===== config.mk =====
export PLATFORM = sky130hd
export DESIGN_NAME = axis_to_dvs_frame_v1
export DESIGN_NICKNAME = d
export VERILOG_FILES = /design/src/rtl/axis_to_dvs_frame_v1.sv
export SDC_FILE = /design/constraint.sdc
export NUM_CORES = 1
export LEC_CHECK = 0
export CELL_PAD_IN_SITES_DETAIL_PLACEMENT = 1
export CELL_PAD_IN_SITES_GLOBAL_PLACEMENT = 1
export CORE_ASPECT_RATIO = 0.6
export CORE_MARGIN = 5
export CORE_UTILIZATION = 38
export CTS_CLUSTER_SIZE = 30
export DETAILED_ROUTE_END_ITERATION = 10
export GPL_ROUTABILITY_DRIVEN = 0
export PLACE_DENSITY_LB_ADDON = 0.1
export SYNTH_ARGS = -nofsm -noshare
export SYNTH_HDL_FRONTEND = slang
export SYNTH_SLANG_ARGS = --single-unit

===== constraint.sdc =====
create_clock -name pclk -period 2.59 [get_ports pclk]
set_clock_uncertainty 0.05 [all_clocks]
set_input_delay 0.518 -clock pclk [delete_from_list [all_inputs] [get_ports pclk]]
set_output_delay 0.518 -clock pclk [all_outputs]
set_load 0.01 [all_outputs]

===== src/rtl/axis_to_dvs_frame_v1.sv =====
// axis_to_dvs_frame_v1
// AXI4-Stream video slave: unpacks {alpha, 6'b0, ref[9:0], pix[7:0]} beats
// into DVS frame-buffer write cycles with a linear raster address.
// Configuration macro: AXIS_TO_DVS_FRAME_CHECK_EN enables tlast/tuser
// framing checks and the sync_error pulse. Without it, tlast is ignored and
// sync_error stays 0.
module axis_to_dvs_frame_v1 #(
  parameter int H_ACTIVE = 320,
  parameter int V_ACTIVE = 240
) (
  input  logic        pclk,
  input  logic        reset,
  input  logic [31:0] s_axis_tdata,
  input  logic        s_axis_tvalid,
  output logic        s_axis_tready,
  input  logic        s_axis_tuser,
  input  logic        s_axis_tlast,
  input  logic        mem_ready,
  output logic [7:0]  pix_out,
  output logic [9:0]  ref_out,
  output logic [16:0] address,
  output logic        write_enable,
  output logic        frame_done,
  output logic        sync_error
);

`ifdef AXIS_TO_DVS_FRAME_CHECK_EN
  localparam bit CHECK_EN = 1'b1;
`else
  localparam bit CHECK_EN = 1'b0;
`endif

  localparam logic [0:0] WAIT_SOF = 1'b0;
  localparam logic [0:0] ACTIVE   = 1'b1;

  logic [0:0]  state;
  logic [8:0]  col;
  logic [7:0]  row;
  logic [16:0] row_base;

  logic in_active;
  logic accept;
  logic last_col;
  logic last_row;
  logic line_end;
  logic framing_err;
  logic unused_ok;

  // Handshake and raster decode; SOF beats always wait for the frame buffer
  always_comb begin
    in_active   = (state == ACTIVE);
    s_axis_tready = reset & ((in_active | s_axis_tuser) ? mem_ready : 1'b1);
    accept      = s_axis_tvalid & s_axis_tready;
    last_col    = (col == 9'(H_ACTIVE - 1));
    last_row    = (row == 8'(V_ACTIVE - 1));
    line_end    = last_col | (CHECK_EN & s_axis_tlast);
    framing_err = CHECK_EN & (s_axis_tlast ^ last_col);
    unused_ok   = ^s_axis_tdata[31:18];
  end

  // Raster counters, state and registered write cycle
  always_ff @(posedge pclk or negedge reset) begin
    if (!reset) begin
      state        <= WAIT_SOF;
      col          <= '0;
      row          <= '0;
      row_base     <= '0;
      pix_out      <= '0;
      ref_out      <= '0;
      address      <= '0;
      write_enable <= 1'b0;
      frame_done   <= 1'b0;
      sync_error   <= 1'b0;
    end else begin
      write_enable <= 1'b0;
      frame_done   <= 1'b0;
      sync_error   <= 1'b0;
      if (accept) begin
        if (s_axis_tuser) begin
          write_enable <= 1'b1;
          address      <= '0;
          pix_out      <= s_axis_tdata[7:0];
          ref_out      <= s_axis_tdata[17:8];
          col          <= 9'd1;
          row          <= '0;
          row_base     <= '0;
          state        <= ACTIVE;
          sync_error   <= CHECK_EN & in_active;
        end else if (in_active) begin
          write_enable <= 1'b1;
          address      <= row_base + {8'b0, col};
          pix_out      <= s_axis_tdata[7:0];
          ref_out      <= s_axis_tdata[17:8];
          sync_error   <= framing_err;
          if (line_end) begin
            col      <= '0;
            row      <= row + 8'd1;
            row_base <= row_base + 17'(H_ACTIVE);
            if (last_row) begin
              frame_done <= 1'b1;
              state      <= WAIT_SOF;
            end
          end else begin
            col <= col + 9'd1;
          end
        end
      end
    end
  end

endmodule


; Yosys cells after proc, flatten, opt, wreduce, memory -nomap -nowiden
; Cells that the tools add are included.
[word_totals]
reg_bits = 72
in_bits = 38
output_inout_bits = 39
[op_classes]
add_sub_neg = 4
n_eq_ne = 2
n_mux = 28
bitwise = 3
n_reduce_logical = 4
[op_table]
columns = operator, count
row1 = $mux W17, 5
row2 = $mux W8, 5
row3 = $mux W9, 3
row4 = $mux W10, 2
row5 = $add A17 B9 Y17, 1
row6 = $add A17 B9 Y17 const B, 1
row7 = $mux W1, 13
row8 = $add A9 B1 Y9 const B, 1
row9 = $eq A9 B9 Y1 const B, 1
row10 = $add A8 B1 Y8 const B, 1
row11 = $eq A8 B8 Y1 const B, 1
row12 = $reduce_bool A2 Y1, 2
row13 = $reduce_and A3 Y1, 1
row14 = $and A1 B1 Y1, 2
row15 = $reduce_and A2 Y1, 1
row16 = $or A1 B1 Y1, 1

; Logic depth before layout (Yosys ltp)
[logic_depth]
word_depth = 6
depth_mapped = 7

; Worst setup path after synthesis
; No wires, ideal clock.
[synth_timing]
path_kind = register -> register
startpoint = reg col[7]
endpoint = reg address[10]
t_arrival_ps = 1799
setup_slack_ps = 620
stages_incl_launch_ff = 6
path_buffers = 0
path_cell_list = dfrtp_1 -> ha_1 -> a211oi_1 -> nor2_1 -> xor2_1 -> a22o_1
[synth_via]
elab_chain_cells = 3
[synth_lines]
columns = item, line_no
row1 = from (decl), 37  ; logic [8:0] col;
row2 = from (signal assigned), 104  ; col <= col + 9'd1;
row3 = $add A17 B9 Y17, 91  ; address <= row_base + {8'b0, col};
row4 = $mux W17, 89  ; end else if (in_active) begin
row5 = $mux W17, 79  ; if (s_axis_tuser) begin
row6 = to (signal assigned), 91
row7 = to (decl), 21  ; output logic [16:0] address,
; Every way passes these cells. The select of a mux whose other input is x is not followed.
; A chain may end at the register's enable or synchronous reset.

; Final worst setup path
[layout_timing]
startpoint = in reset
endpoint = out s_axis_tready
[layout_via]
elab_chain_cells = 1
[layout_lines]
columns = item, line_no
row1 = from (decl), 12  ; input logic reset,
row2 = $and A1 B1 Y1, 52  ; s_axis_tready = reset & ((in_active | s_axis_tuser) ? mem_ready : 1'b1);
row3 = to (decl), 15  ; output logic s_axis_tready,
; Every way passes these cells.

==> results by group <==
Finish
  – Area growth, synth to finish: 32.9%
  – Multi-input logic area: 1440 sq um
  – # fillers: 948
  – Final nets: 436
  – Fraction of layout cells with a size suffix above 1: 8.82%
  – Diode count: 0
  – FF/Latch Area: 1650 sq um

Place
  – Post-placement worst setup slack: 0.0780 ns
  – Port bufs: 60
  – Post-DP HPWL: 6220 um

Setup path
  – Required @ worst endpoint: 2.02 ns
  – Crit end category: primary output
  – CP max FO: 9
  – WP data arrival: 1.92 ns
  – Crit Path Class: in -> out
  – CP Launch Type: input port

Min path
  – Worst hold-check path type: reg -> reg

Drt
  – # DRC: 0
  – Routed Antenna Nets: 0
  – WL per Instance: 17.4 um
  – Average vias per placed instance: 5.38
  – Initial DRC Count: 161
  – Wirelength, routed: 8830 um
  – Drt pass-1 iters: 4
  – Via count: 2738

Global routing
  – Number of global-route vias before repair: 2910
  – Initial antenna violation count: 0
  – Largest net degree at the start of global routing: 62
  – Global route overflow: 0
  – First-pass GRT wire length: 14900 um
  – Total track usage: 18.3%

Die
  – Initial Utilization: 38.3%
  – Rows: 26
  – # IOs: 77
  – Core region area: 8390 sq um
  – Die Y: 81.3 um
  – Die Wd: 129 um
  – Die footprint: 10500 sq um

Timing
  – Unrepaired setup endpoints after global routing: no
  – Slew margin rel.: 47.4%
  – FMAX: 0.402 GHz
  – Fin crit period: 2.49 ns
  – Final critical-path setup slack: 0.104 ns
  – Fin. Hold Viols: 0
  – Final setup vio count: 0
  – Slew Limit Fails: 0
  – Share of the cycle needed by the critical path after routing: 96.0%
  – Worst-Margin Slew: 0.789 ns
  – Total negative setup slack: 0 ns

CTS
  – Total CTS buffers: 9
  – Clock-pin slew on the worst setup and hold paths: 0.05 ns
  – CTS tree: built
  – TritonCTS Sinks: 66
  – Clk Latency, worst-skew pair: 0.33 ns
  – H-tree Lvls: 3
  – Post-CTS Setup Inserts: 0
  – CTS Buffer Depth: 2
  – Root buffer cell: clkbuf_16

Synthesis
  – Avg Cell Area, Syn: 9.78 sq um
  – EDFF count, synth: 0
  – Synth Flop Type: dfrtp_1
  – Async set or reset register ratio after synthesis: 100%
  – Synth unique cells: 54
  – Yosys top cell area share: 51.3%
  – Syn Nets: 373
  – Leading post-synthesis cells by cell area: dfrtp_1 (51%), nand2_1 (7.9%), a22o_1 (4.9%)
  – Area leader, netlist: dfrtp_1
  – Post-synthesis cell area: 3220 sq um
  – Syn Inst Count: 329
  – Most used standard cell by instance count after synthesis: nand2_1
  – Register bit total from synthesis: 66
  – Yosys warns: 0
  – Sequential-to-total area share from yosys stat: 51.3%
  – Top cells by count, synth: nand2_1 (68), dfrtp_1 (66), a22o_1 (18)

Run status
  – Outcome: completed

Run
  – Max cap viols: 0

Pwr
  – Total chip power: 2900 uW
  – Pwr dens: 677 nW/um^2
  – Peak supply drop: 0.506 mV
  – Leakage power: 0.00191 uW
==> registers in the layout (all words and copies together), names as in the netlist <==
name / cells
in_active: 1
row: 8
frame_done: 1
pix_out: 8
address: 17
col: 9
write_enable: 1
ref_out: 10
row_base: 11
==> what timing repair did <==
action                                  CTS  global route
endpoints found under the setup margin    0             1
hold buffers                              1             0
endpoints found under the hold margin     5             0
resized for setup                         0             1
==> cells by family (layout without fill, tap and decap cells) <==
kind of cell,after synthesis,after routing,synth area share (%)
muxes,1,1,0.311
other,1,1,0.117
AOI/OAI and AO/OA,69,69,16.3
xor gates and xnor gates,15,15,4.08
DFF,66,66,51.3
adders and majority gates,6,6,2.33
and+or+nand+nor,143,143,21.3
buffers and inverters,28,96,4.24
==> final cells by class <==
class,count,area share [%]
multi-input combinational,235,33.8
tap,112,3.28
sequential,66,38.6
inverter,6,0.527
clock buffer,14,6.18
clock inverter,2,0.819
timing repair buffer,74,16.8
==> where the power goes <==
group,internal (uW),switching (uW),leakage [uW]
Combinational,234,206,0.000894
Clock,797,434,0.000147
Sequential,1130,91.6,0.000868
==> through the flow <==
| stage | cells | util, % | cell area, sq um | hold WS, ns |
|---|---|---|---|---|
| finish | 509 | 50.9 | 4280 | 0.426 |
| global route | 509 | 50.9 | 4280 | 0.461 |
| CTS | 509 | 50.9 | 4270 | 0.428 |
| detailed placement | 492 | 47.2 | 3960 | 0.340 |
| global placement | 492 | 47.2 | 3960 | 0.338 |
| floorplan | 329 | - | 3220 | 0.172 |
==> placed cells by master (no fill, tap or decap), drive strengths merged, types with 2 or more instances in the layout <==
| master | n |
|---|---|
| nand3b | 4 |
| xor2 | 9 |
| or3 | 3 |
| o21ai | 12 |
| xnor2 | 6 |
| clkbuf | 15 |
| a31oi | 5 |
| nand2b | 2 |
| ha | 6 |
| dfrtp | 66 |
| nand4 | 7 |
| nand2 | 69 |
| a211oi | 3 |
| nor4 | 4 |
| a41oi | 4 |
| nor2b | 2 |
| o211ai | 9 |
| inv | 5 |
| buf | 13 |
| nor3 | 10 |
| a22o | 18 |
| nor2 | 18 |
| clkinv | 2 |
| o31ai | 3 |
| nor3b | 2 |
| nand3 | 17 |
| a21oi | 5 |
| clkdlybuf4s50 | 59 |
==> worst max-delay path, stage by stage <==
cell	delay, ns
dlygate4sd3_1	0.52
clkbuf_4	0.21
o21a_1	0.14
clkdlybuf4s50_1	0.53
==> final timing paths <==
check,startpoint,end,slack [ns],depth (start not counted)
setup / recovery,reset,s_axis_tready,0.10,4
hold / removal,address[9],address[9],0.43,2
setup reg to reg,col[0],row_base[11],0.48,5
hold reg to reg,address[9],address[9],0.43,2
max in group asynchronous,reset,address[8],0.97,3
min in group asynchronous,reset,ref_out[1],0.52,2
==> routing by layer <==
layer / track usage [%] / share of wire (%)
met4: 5.87 / 1.2
met5: 0 / 0
met1: 25.6 / 51
met2: 27.3 / 44
met3: 5.19 / 4.1
No activity file was read; power rests on OpenSTA's default activity.
